[src/rtl/uart_tx_arbiter.sv]
// uart_tx_arbiter
// Shares one UART transmitter between NUM_REQ byte sources. Arbitration is
// round-robin per message: once a requester is granted it owns the
// transmitter until it hands over a byte flagged last. If the owner goes
// quiet mid-message for LOCK_TIMEOUT cycles, the lock is dropped so that the
// other requesters are not starved.
//
// Ports:
//   clk, rst    system clock, synchronous active-high reset
//   req_valid   per-requester byte available
//   req_data    per-requester byte, requester i at [i*DATA_W +: DATA_W]
//   req_last    per-requester end-of-message flag
//   req_ready   one-hot accept strobe (valid & ready = byte taken)
//   tx_data     held byte presented to the UART
//   tx_valid    tx_data holds a byte that has not been sent yet
//   tx_req      UART pulse: tx_data has been consumed
//   grant_id    current (or most recent) owner index
//   busy        a message is in flight (SEND or NEXT)
//   lock_abort  one-cycle pulse when an idle owner loses its lock
module uart_tx_arbiter #(
   parameter int NUM_REQ      = 2,
   parameter int DATA_W       = 8,
   parameter int LOCK_TIMEOUT = 255
) (
   input  logic                      clk,
   input  logic                      rst,
   input  logic [NUM_REQ-1:0]        req_valid,
   input  logic [NUM_REQ*DATA_W-1:0] req_data,
   input  logic [NUM_REQ-1:0]        req_last,
   output logic [NUM_REQ-1:0]        req_ready,
   output logic [DATA_W-1:0]         tx_data,
   output logic                      tx_valid,
   input  logic                      tx_req,
   output logic [1:0]                grant_id,
   output logic                      busy,
   output logic                      lock_abort
);

   localparam logic [1:0]  LAST_IDX    = 2'(NUM_REQ - 1);
   localparam logic [2:0]  NUM_REQ_W   = 3'(NUM_REQ);
   localparam logic [15:0] TIMEOUT_END = 16'(LOCK_TIMEOUT - 1);

   typedef enum logic [1:0] {
      IDLE = 2'd0,
      SEND = 2'd1,
      NEXT = 2'd2
   } state_t;

   state_t              state_reg;
   logic [1:0]          rr_ptr_reg;
   logic [1:0]          grant_id_reg;
   logic                locked_reg;
   logic [DATA_W-1:0]   hold_reg;
   logic                tx_valid_reg;
   logic                lock_abort_reg;
   logic [15:0]         timeout_cnt_reg;

   // Requester views widened to the 2-bit index space so that every index
   // expression below is exactly 2 bits wide regardless of NUM_REQ.
   logic [3:0]          valid_ext;
   logic [3:0]          last_ext;
   logic [DATA_W-1:0]   data_arr [4];

   for (genvar gi = 0; gi < 4; gi++) begin : g_ext
      if (gi < NUM_REQ) begin : g_used
         assign valid_ext[gi] = req_valid[gi];
         assign last_ext[gi]  = req_last[gi];
         assign data_arr[gi]  = req_data[gi*DATA_W +: DATA_W];
      end else begin : g_unused
         assign valid_ext[gi] = 1'b0;
         assign last_ext[gi]  = 1'b0;
         assign data_arr[gi]  = '0;
      end
   end

   // Round-robin search: first valid requester at or after rr_ptr, wrapping.
   logic       win_found;
   logic [1:0] win_idx;
   logic [2:0] cand_sum;

   always_comb begin
      win_found = 1'b0;
      win_idx   = 2'd0;
      cand_sum  = 3'd0;
      for (int k = 0; k < NUM_REQ; k++) begin
         cand_sum = {1'b0, rr_ptr_reg} + 3'(k);
         if (cand_sum >= NUM_REQ_W) begin
            cand_sum = cand_sum - NUM_REQ_W;
         end
         if (!win_found && valid_ext[cand_sum[1:0]]) begin
            win_found = 1'b1;
            win_idx   = cand_sum[1:0];
         end
      end
   end

   // Selected requester for this cycle. In NEXT only the lock owner may be
   // accepted; in SEND nobody is. sel_valid doubles as the accept strobe
   // because ready is only raised towards a valid requester.
   logic       sel_valid;
   logic [1:0] sel_idx;

   always_comb begin
      sel_valid = 1'b0;
      sel_idx   = grant_id_reg;
      if (!rst) begin
         case (state_reg)
            IDLE: begin
               sel_valid = win_found;
               sel_idx   = win_idx;
            end
            NEXT: begin
               sel_valid = valid_ext[grant_id_reg];
               sel_idx   = grant_id_reg;
            end
            default: begin
               sel_valid = 1'b0;
            end
         endcase
      end
   end

   for (genvar gi = 0; gi < NUM_REQ; gi++) begin : g_ready
      assign req_ready[gi] = sel_valid && (sel_idx == 2'(gi));
   end

   logic [1:0] next_ptr;
   assign next_ptr = (grant_id_reg == LAST_IDX) ? 2'd0 : grant_id_reg + 2'd1;

   always_ff @(posedge clk) begin
      if (rst) begin
         state_reg       <= IDLE;
         rr_ptr_reg      <= 2'd0;
         grant_id_reg    <= 2'd0;
         locked_reg      <= 1'b0;
         hold_reg        <= '0;
         tx_valid_reg    <= 1'b0;
         lock_abort_reg  <= 1'b0;
         timeout_cnt_reg <= 16'd0;
      end else begin
         lock_abort_reg <= 1'b0;
         case (state_reg)
            IDLE: begin
               if (sel_valid) begin
                  hold_reg     <= data_arr[sel_idx];
                  grant_id_reg <= sel_idx;
                  locked_reg   <= !last_ext[sel_idx];
                  tx_valid_reg <= 1'b1;
                  state_reg    <= SEND;
               end
            end
            SEND: begin
               if (tx_req) begin
                  tx_valid_reg <= 1'b0;
                  if (locked_reg) begin
                     timeout_cnt_reg <= 16'd0;
                     state_reg       <= NEXT;
                  end else begin
                     // Pointer moves only at message end, never per byte.
                     rr_ptr_reg <= next_ptr;
                     state_reg  <= IDLE;
                  end
               end
            end
            NEXT: begin
               // An accept in the timeout cycle takes priority over the abort.
               if (sel_valid) begin
                  hold_reg     <= data_arr[sel_idx];
                  locked_reg   <= !last_ext[sel_idx];
                  tx_valid_reg <= 1'b1;
                  state_reg    <= SEND;
               end else if (timeout_cnt_reg == TIMEOUT_END) begin
                  lock_abort_reg <= 1'b1;
                  locked_reg     <= 1'b0;
                  rr_ptr_reg     <= next_ptr;
                  state_reg      <= IDLE;
               end else begin
                  timeout_cnt_reg <= timeout_cnt_reg + 16'd1;
               end
            end
            default: begin
               state_reg <= IDLE;
            end
         endcase
      end
   end

   assign tx_data    = hold_reg;
   assign tx_valid   = tx_valid_reg;
   assign grant_id   = grant_id_reg;
   assign busy       = (state_reg == SEND) || (state_reg == NEXT);
   assign lock_abort = lock_abort_reg;

endmodule

[config.mk]
export PLATFORM = sky130hd
export DESIGN_NAME = uart_tx_arbiter
export DESIGN_NICKNAME = d
export VERILOG_FILES = /design/src/rtl/uart_tx_arbiter.sv
export SDC_FILE = /design/constraint.sdc
export NUM_CORES = 1
export LEC_CHECK = 0
export BUFFER_PORTS_ARGS = -buffer_cell sky130_fd_sc_hd__buf_2
export CAP_MARGIN = 40
export CORE_ASPECT_RATIO = 1.25
export CORE_MARGIN = 4
export CORE_UTILIZATION = 50
export DETAILED_ROUTE_END_ITERATION = 8
export GPL_TIMING_DRIVEN = 0
export PLACE_DENSITY = 0.77
export REMOVE_ABC_BUFFERS = 1
export SLEW_MARGIN = 30
export SYNTH_ARGS = -nofsm -noshare
export SYNTH_HDL_FRONTEND = slang
export SYNTH_SLANG_ARGS = --single-unit
[constraint.sdc]
create_clock -name clk -period 2.6 [get_ports clk]
set_input_delay 0.26 -clock clk [delete_from_list [all_inputs] [get_ports clk]]
set_output_delay 0.26 -clock clk [all_outputs]
set_load 0.02 [all_outputs]
==> metrics.cfg, run 1 <==
[logic_synthesis]
synth_top_area_share_pct = 35.5
avgSynthCellArea_um2 = 8.05
netlist_instances = 231
syn-cell-area_um2 = 1860
yosys_warnings = 0
ys_seq_elements = 33
synthDistinctLibCells = 44
synth.area.top_cells = dfxtp_1, a21oi_1, o21ai_0
post-synth-top-area-cell = dfxtp_1
synth-seq-area-share_pct = 35.5

[finish]
syn2layout_area_growth_pct = 15.9
fillers = 341
diodes = 0
final_cells = 304
post-route-util_pct = 60.8
largest_register_ffs = 16
drive_gt1_share_pct = 20.4
layout.nets = 294

[clock_tree]
h-tree-depth = 2
tritoncts = yes
postCtsSetupBuffers = 0
clock-root-buffer = clkbuf_8
ctsLongestPathBuffers = 2
numCtsBuffers = 5
clk_latency_ns = 0.28
post_cts_resize_count = 0
hold_buffers = 0
cts_sinks = 33
cts.reportedPaths.clkPinSlew_ns = 0.07

[timing]
slew_headroom_pct = 61.1
setup_viol = 0
timing.final.crit_share_pct = 93.0
clock.fmax_mhz = 413
rsz0062_at_grt = no
finalHoldViolations = 0
tightest_slew_ns = 0.579
slew_violations = 0
fin_skew_ns = 0.00238
min_period_ns = 2.42

[worst_setup_path]
worst_ep_required_time_ns = 2.34
cp.arrival_ns = 2.16
start_kind = flip-flop
path_max_fanout = 11
worstSetupPathType = flip-flop to output port
worstSetupEndpointType = output port

[grt]
grt_usage_pct = 18.2
grt_pass1_vias = 1676
grt_pass1_wl_mm = 7.24
grt_overflow_total = 0
grt_max_degree = 22
antenna_found_initial = 0

[power]
p_switching_mw = 0.362
power_density_nw_per_um2 = 563
ir_drop_uv = 352
p_int_mw = 0.850
sequentialPowerShare_pct = 45.9
power_mw = 1.21
leakagePower_nw = 0.864
pwr-share-comb_pct = 22.1
sw_frac_of_total_pct = 29.8
power.share.clock_pct = 32.0

[floorplan]
die-area_um2 = 4760
start_util_pct = 52.5
core_area_um2 = 3540
die_w_um = 62.5
rows = 24
die_y_um = 76.2
num_io_pins = 38

[routing]
drt_iter0_markers = 104
via_count = 1787
routed_wl_mm = 4.09
via_per_inst = 5.88
postRouteAntennaNets = 0
drt-pass1-iter-count = 4
wl_per_cell_um = 13.5
route.detailed.drc = 0

[placement]
post-dp-hpwl_mm = 3.11
placed_cells_incl_taps = 297
place_congestion = 0.810
port_buffers = 37

[hold_path]
hold_class = primary input to flip-flop

[run_status]
run_status = finished clean

[job]
max_cap_viol_count = 0

final cells by class:
type,instances,area (um2),area share [%]
clock buffer,7,86.3,4.01
multi-input combinational,177,1120,52.0
tap,39,48.8,2.26
sequential,33,661,30.7
timing repair buffer,40,208,9.64
inverter,8,30.0,1.39
routing by layer:
layer	wire length, um	global-route usage (%)	vias to the layer above
met3	230	4.87	5
li1	-	-	918
met1	1790	21.4	813
met4	52	5.74	0
met2	2020	31.7	51
met5	0	0	-
worst max-delay path: stages, from the launching register on:
cell,delay [ns]
dfxtp_1,0.36
inv_1,0.10
ha_1,0.29
nand2b_1,0.13
or3_1,0.35
nand2_1,0.28
and3_1,0.20
buf_2,0.16
Yosys cell counts, drive strengths merged:
cell / count
and4: 2
o31ai: 1
and3: 11
a21boi: 9
nor2: 2
o311a: 1
o31a: 1
a31oi: 1
nand3: 7
nor3b: 1
and4b: 1
or4b: 1
buf: 4
o21ai: 25
a31o: 1
nor2b: 2
o32ai: 1
or4: 2
or3: 15
ha: 6
o22ai: 1
o311ai: 2
nand4: 7
nor3: 5
a21oi: 28
nor4: 1
mux2i: 3
clkbuf: 9
dfxtp: 33
nand2: 22
nand4b: 2
a2111oi: 1
and2: 2
o211ai: 2
o21a: 4
inv: 8
o41ai: 1
nand2b: 5
nand3b: 1
kinds of logic (layout without fill, tap and decap cells):
kind of cell	count (synthesis)	after routing	share of synthesized area, %
AOI/OAI and AO/OA	79	79	26.2
adders and majority gates	6	6	4.04
muxes	3	3	1.62
buffers and inverters	21	55	4.64
DFF	33	33	35.5
and+or+nand+nor	89	89	27.9
power groups by stage:
stage | Sequential, mW | Clock (mW) | Combinational [mW]
2_1_floorplan | 0.588 | 0 | 0.156
3_3_place_gp | 0.567 | 0 | 0.257
3_5_place_dp | 0.567 | 0 | 0.267
4_1_cts | 0.556 | 0.397 | 0.269
5_1_grt | 0.559 | 0.420 | 0.298
6_report | 0.556 | 0.388 | 0.268
placed cells by master, fill, tap and decap left out, drive strengths merged, types with 3 or more instances in the layout:
master,count
o21a,4
clkbuf,7
nor3,5
nand3,7
buf,40
a21boi,9
o21ai,25
and3,11
inv,8
nand2b,5
dfxtp,33
nand4,7
mux2i,3
a21oi,28
nand2,22
ha,6
or3,15
per-stage QoR:
step | TNS, ns | hold WS [ns] | setup WS (ns) | instance area (um2)
after global routing | 0 | 0.383 | 0.0137 | 2150
after CTS | 0 | 0.359 | 0.0858 | 2150
after global placement | -6.59 | 0.438 | -0.490 | 2040
after detailed placement | 0 | 0.440 | 0.268 | 2070
after floorplan | 0 | 0.329 | 0.0693 | 1800
final | 0 | 0.359 | 0.181 | 2150
worst paths after layout:
kind / to / slack [ns] / cells past startpoint / from
worst min register to register: tx_data[2] / 0.45 / 2 / tx_data[2]
worst min-delay path: grant_id[0] / 0.36 / 2 / rst
worst max-delay path: req_ready[0] / 0.18 / 7 / state_reg[0]
worst max register to register: timeout_cnt_reg[11] / 0.24 / 8 / state_reg[0]
Note: power is estimated with default switching activity, not from simulation.
==> run 2: changes to the inputs <==
--- a/config.mk
+++ b/config.mk
@@ -12,2 +12,3 @@
 export CORE_UTILIZATION = 50
+export CTS_CLUSTER_SIZE = 10
 export DETAILED_ROUTE_END_ITERATION = 8
==> constraint.sdc (replaced) <==
create_clock -name clk -period 2.8 [get_ports clk]
set_input_delay 0.28 -clock clk [delete_from_list [all_inputs] [get_ports clk]]
set_output_delay 0.28 -clock clk [all_outputs]
set_load 0.05 [all_outputs]
==> metrics.cfg, run 2 (synthesis gave the netlist of run 1 again) <==
[run_status]
run_status = finished clean

[worst_setup_path]
worst_ep_required_time_ns = 2.52  ; +0.18 ns
worstSetupEndpointType = output port
reg2reg_depth = 8  ; unchanged
start_kind = flip-flop
cp.arrival_ns = 2.29  ; +0.13 ns
worstSetupPathType = flip-flop to output port
path_max_fanout = 9  ; -2

[clock_tree]
h-tree-depth = 2  ; unchanged
numCtsBuffers = 5  ; unchanged
postCtsSetupBuffers = 0  ; unchanged
cts_sinks = 33  ; unchanged
ctsLongestPathBuffers = 2  ; unchanged
tritoncts = yes
hold_buffers = 0  ; unchanged
clk_latency_ns = 0.28  ; about the same
post_cts_resize_count = 0  ; unchanged
clock-root-buffer = clkbuf_8
cts.reportedPaths.clkPinSlew_ns = 0.07  ; about the same

[placement]
place_congestion = 0.810  ; unchanged
port_buffers = 37  ; unchanged
placed_cells_incl_taps = 297  ; unchanged
post-dp-hpwl_mm = 3.11  ; unchanged

[floorplan]
core_area_um2 = 3540  ; unchanged
start_util_pct = 52.5  ; unchanged
die_w_um = 62.5  ; unchanged
die_y_um = 76.2  ; unchanged
rows = 24  ; unchanged
die-area_um2 = 4760  ; unchanged
num_io_pins = 38  ; unchanged

[finish]
drive_gt1_share_pct = 20.0  ; -0.38 points
mostFrequentLayoutCells = buf_2, dfxtp_1, a21oi_1
final_cells = 304  ; unchanged
fillers = 342  ; +0.29%
post-route-util_pct = 60.7  ; -0.071 points
syn2layout_area_growth_pct = 15.7
final_common_cell = buf_2
diodes = 0  ; unchanged
multi_input_area_um2 = 1120  ; -0.22%
largest_register_ffs = 16  ; unchanged
seq_area_um2 = 661  ; unchanged
layout.nets = 294  ; unchanged

[timing]
slew_violations = 0  ; unchanged
finalHoldViolations = 0  ; unchanged
rsz0062_at_grt = no
holdWs_ns = 0.383  ; +0.0233 ns
setup_viol = 0  ; unchanged
tightest_slew_ns = 0.578  ; -0.00150 ns
fin_skew_ns = 0.00263  ; +0.000245 ns
fin_tns_setup_ns = 0  ; unchanged
slew_headroom_pct = 61.2  ; +0.10 points
min_period_ns = 2.57
timing.final.crit_share_pct = 91.8
clock.fmax_mhz = 389

[grt]
gr-usage-met1_pct = 21.4  ; unchanged
antenna_found_initial = 0  ; unchanged
grt_overflow_total = 0  ; unchanged
grt_pass1_vias = 1676  ; unchanged
grtUsageMet2_pct = 31.7  ; unchanged
grt_usage_pct = 18.2  ; unchanged
grt_pass1_wl_mm = 7.24  ; unchanged
grt_max_degree = 22  ; unchanged
top_usage_layer = met2
grt_util_met3_pct = 4.87  ; unchanged

[power]
power_density_nw_per_um2 = 550  ; -2.3%
leakagePower_nw = 0.864  ; about the same
pwr-share-comb_pct = 25.9  ; +3.8 points
power_mw = 1.18  ; -2.4%
power.share.clock_pct = 30.4  ; -1.6 points
p_switching_mw = 0.394  ; +9.0%
p_int_mw = 0.789  ; -7.2%
sw_frac_of_total_pct = 33.3  ; +3.5 points
sequentialPowerShare_pct = 43.6  ; -2.3 points
ir_drop_uv = 366  ; +3.8%

[routing]
via_per_inst = 5.90  ; +0.45%
postRouteAntennaNets = 0  ; unchanged
wl_per_cell_um = 13.5  ; about the same
via_count = 1795  ; +0.45%
routed_wl_mm = 4.09  ; about the same
drt-pass1-iter-count = 4  ; unchanged
drt_iter0_markers = 88  ; -15%
route.detailed.drc = 0  ; unchanged

[job]
max_cap_viol_count = 0  ; unchanged

[hold_path]
hold_class = primary input to flip-flop
worst_hold_path.num_cells = 2  ; unchanged

## run 2: changes by cell type in the layout (fill, tap and decap cells not counted)
cell,change
nor2_1,+1
nor2_2,-1
## run 2: per-layer routing
layer	vias to the layer above	routed length [um]	part of all wire (%)
met2	55	1990	49
met1	814	1830	45
met4	0	52	1.3
met5	-	0	0
met3	6	228	5.6
li1	920	-	-
## run 2: critical path, stage by stage, from the launching register on
cell,delay [ns]
dfxtp_1,0.43
inv_1,0.09
ha_1,0.28
nor2b_1,0.18
o21a_1,0.15
nor2_1,0.36
buf_4,0.25
a21oi_1,0.05
buf_2,0.23
## run 2: worst paths after layout
kind                                    from                   to  slack, ns
worst max register to register  state_reg[0]  timeout_cnt_reg[11]       0.44
worst min register to register    tx_data[2]           tx_data[2]       0.45
worst max-delay path            state_reg[0]         req_ready[1]       0.23
worst min-delay path                     rst           tx_data[3]       0.38
## run 2: layout make-up
class,count,share of cell area [%]
Clock buffer,7,4.01
Multi-Input combinational cell,177,52.0
Inverter,8,1.40
Tap cell,39,2.27
Sequential cell,33,30.7
Timing Repair Buffer,40,9.65
## run 2: power by group through the flow
stage                     sequential [mW]  combinational, mW  clock [mW]
after floorplan                     0.586              0.164           0
after global placement              0.526              0.297           0
after detailed placement            0.527              0.306           0
after CTS                           0.516              0.308       0.369
after global routing                0.519              0.334       0.390
final                               0.516              0.307       0.360
## run 2: per-stage QoR
step	instance area, um2	worst slack [ns]
floorplan	1800	0.0922
global placement	2040	-0.290
detailed placement	2070	0.468
CTS	2150	0.213
global route	2150	0.107
finish	2150	0.230
==> run 3: changes to the inputs <==
ABC_AREA = 1   (was default)
PLACE_DENSITY = 0.75   (was 0.77)
SETUP_SLACK_MARGIN = 0.3   (was default)
clock period = 2.5 ns   (was 2.8 ns; I/O delays follow)
==> metrics.cfg, run 3 <==
[finish]
layout.nets = 412  ; +40%
post-route-util_pct = 62.3  ; +1.6 points
drive_gt1_share_pct = 25.8  ; +5.8 points
diodes = 0  ; unchanged
final_common_cell = nand2_1
mostFrequentLayoutCells = nand2_1, nor2_1, buf_2
syn2layout_area_growth_pct = 18.8
largest_register_ffs = 16  ; unchanged

[clock_tree]
clk_latency_ns = 0.29  ; about the same
numCtsBuffers = 5  ; unchanged
tritoncts = yes
h-tree-depth = 2  ; unchanged
cts.reportedPaths.clkPinSlew_ns = 0.07  ; about the same
hold_buffers = 0  ; unchanged
ctsLongestPathBuffers = 2  ; unchanged
clock-root-buffer = clkbuf_8
cts_sinks = 33  ; unchanged

[worst_setup_path]
path_depth = 7  ; -1
cp.arrival_ns = 1.85  ; -0.44 ns
worstSetupPathType = flip-flop to output port
crit_buf_inv = 3  ; unchanged
worstSetupEndpointType = output port
r2r_start = state_reg[1]
critPathTopFamily = buffers and inverters
critical_path.startpoint = state_reg[1]
slowest_stage = dfxtp_1
max_stage_delay_ns = 0.37  ; -0.06 ns
path_cells = inv_1, ha_2, inv_2, o21ai_0, nand2_4, nor3_1, buf_4
worstSetupEndpoint = req_ready[0]
start_kind = flip-flop
reg2reg_to = timeout_cnt_reg[14]
reg2reg_depth = 9  ; +1
worst_ep_required_time_ns = 2.25  ; -0.27 ns
path_max_fanout = 5  ; -4
r2r_setup_slack_ns = 0.58  ; +0.14 ns

[power]
power.share.clock_pct = 23.6  ; -6.8 points
power_density_nw_per_um2 = 854  ; +55%
power_mw = 2.22  ; +87%
sw_frac_of_total_pct = 44.4  ; +11 points
p_int_mw = 1.23  ; +56%
ir_drop_uv = 307  ; -16%
sequentialPowerShare_pct = 29.6  ; -14 points
pwr-share-comb_pct = 46.8  ; +21 points
p_switching_mw = 0.983  ; +150%
leakagePower_nw = 1.12  ; +30%

[floorplan]
die-area_um2 = 5500  ; +15%
start_util_pct = 52.5  ; about the same
num_io_pins = 38  ; unchanged
die_y_um = 81.9  ; +7.5%
die_w_um = 67.1  ; +7.3%
core_area_um2 = 4160  ; +18%
rows = 26  ; +8.3%

[grt]
grt_max_degree = 24  ; +9.1%
grt_pass1_vias = 1902  ; +13%
grt_overflow_total = 0  ; unchanged
grt_pass1_wl_mm = 8.40  ; +16%
antenna_found_initial = 0  ; unchanged
grt_usage_pct = 19.8  ; +1.6 points

[logic_synthesis]
synth.most_common_cell = nand2_1
yosys_warnings = 0  ; unchanged
netlist_top_cells_count = nand2_1, nor2_1, nand3_1, dfxtp_1, inv_1
post-synth-top-area-cell = dfxtp_1
syn-cell-area_um2 = 2180  ; +17%
synth_flop_cell = dfxtp_1
synth_top_area_share_pct = 30.2  ; -5.3 points
netlist_instances = 343  ; +48%
synthDistinctLibCells = 28  ; -36%
synth-edff-count = 0  ; unchanged
synth.area.top_cells = dfxtp_1, nand2_1, nor2_1
synth-seq-area-share_pct = 30.2  ; -5.3 points
async_flop_share_pct = 0  ; unchanged
ys_seq_elements = 33  ; unchanged
avgSynthCellArea_um2 = 6.37  ; -21%

[routing]
dr.max_layer_used = met4
wl_met2_mm = 2.71  ; +36%
postRouteAntennaNets = 0  ; unchanged
via_count = 2216  ; +23%
via_per_inst = 5.04  ; -15%
routed_wl_mm = 5.15  ; +26%
dr_wl_met3_um = 164  ; -28%
drt_iter0_markers = 168  ; +91%
route.detailed.drc = 0  ; unchanged
drt-met1-wl_mm = 2.19  ; +20%
drt-pass1-iter-count = 4  ; unchanged
wl_per_cell_um = 11.7  ; -13%

[hold_path]
hold_class = primary input to flip-flop

[job]
max_cap_viol_count = 0  ; unchanged

[timing]
rsz0062_at_grt = no
timing.final.crit_share_pct = 84.0
tightest_slew_ns = 0.585  ; +0.00708 ns
slew_headroom_pct = 61.0  ; -0.21 points
slew_violations = 0  ; unchanged
finalHoldViolations = 0  ; unchanged
fin_skew_ns = 0.00612  ; +0.00349 ns
setup_viol = 0  ; unchanged
min_period_ns = 2.10
clock.fmax_mhz = 476

[run_status]
run_status = finished clean

[placement]
port_buffers = 37  ; unchanged
place_congestion = 0.855  ; +5.6%
post-dp-hpwl_mm = 3.57  ; +15%

run 3: kinds of logic (layout without fill, tap and decap cells):
| kind of cell | count (synthesis) | count (layout) | share of synthesized area [%] |
|---|---|---|---|
| fa+ha+maj | 6 | 6 | 3.44 |
| xor+xnor | 7 | 7 | 2.81 |
| compound gates | 37 | 37 | 11.3 |
| simple gates | 209 | 210 | 42.2 |
| flops | 33 | 33 | 30.2 |
| buf+inv | 51 | 91 | 10.1 |
run 3: routing by layer:
| layer | vias to the layer above | GRT usage (%) |
|---|---|---|
| met4 | 0 | 8.72 |
| met1 | 1009 | 23.5 |
| li1 | 1168 | - |
| met2 | 32 | 34.1 |
| met5 | - | 0 |
| met3 | 7 | 3.83 |
run 3: stage by stage:
step                worst slack, ns  hold WS, ns  cell area (um2)  TNS, ns  std cells
detailed placement           -0.145        0.454             2380    -1.71        426
floorplan                    -0.242        0.312             2120   -0.242        333
global route                  0.288        0.306             2590        0        440
finish                        0.401        0.291             2590        0        440
global placement            -0.0891        0.446             2380    -1.11        426
CTS                           0.303        0.281             2530        0        436
run 3: power groups by stage:
stage	clock, mW	sequential, mW	combinational, mW
floorplan	0	0.825	0.558
global placement	0	0.659	0.921
detailed placement	0	0.663	0.930
CTS	0.536	0.652	0.972
global route	0.564	0.667	1.13
finish	0.524	0.656	1.04
run 3: worst min path at each step:
stage                            start             endpoint  slack (ns)  cells past startpoint
after floorplan                    rst  timeout_cnt_reg[10]        0.31                      1
after global placement        tx_valid             tx_valid        0.45                      2
after detailed placement      tx_valid             tx_valid        0.45                      2
after CTS                  req_data[1]           tx_data[1]        0.28                      5
after global routing      req_valid[1]          grant_id[0]        0.31                      3
final                      req_data[1]           tx_data[1]        0.29                      5
run 3: final cells by class:
class | instances | area (um2)
clock buffer | 7 | 86.3
sequential | 33 | 662
multi-input combinational | 260 | 1360
clock inverter | 1 | 30.0
inverter | 41 | 164
tap | 56 | 70.1
fill | 409 | 1570
timing repair buffer | 42 | 228
run 3: repair_timing:
action / 4_1_cts / 5_1_grt
pin swaps: 1 / 2
buffers inserted: 1 / 4
cloned: 1 / 0
endpoints found under the setup margin: 23 / 16
resized for setup: 9 / 9
run 3: worst reg2reg max path: stages (launching register included):
cell and delay [ns]:
dfxtp_1 0.44, inv_1 0.11, ha_1 0.27, nand2_2 0.16, o21ai_1 0.11, a21oi_2 0.20
nand3_4 0.17, buf_4 0.20, nand2_1 0.08, a21oi_2 0.05
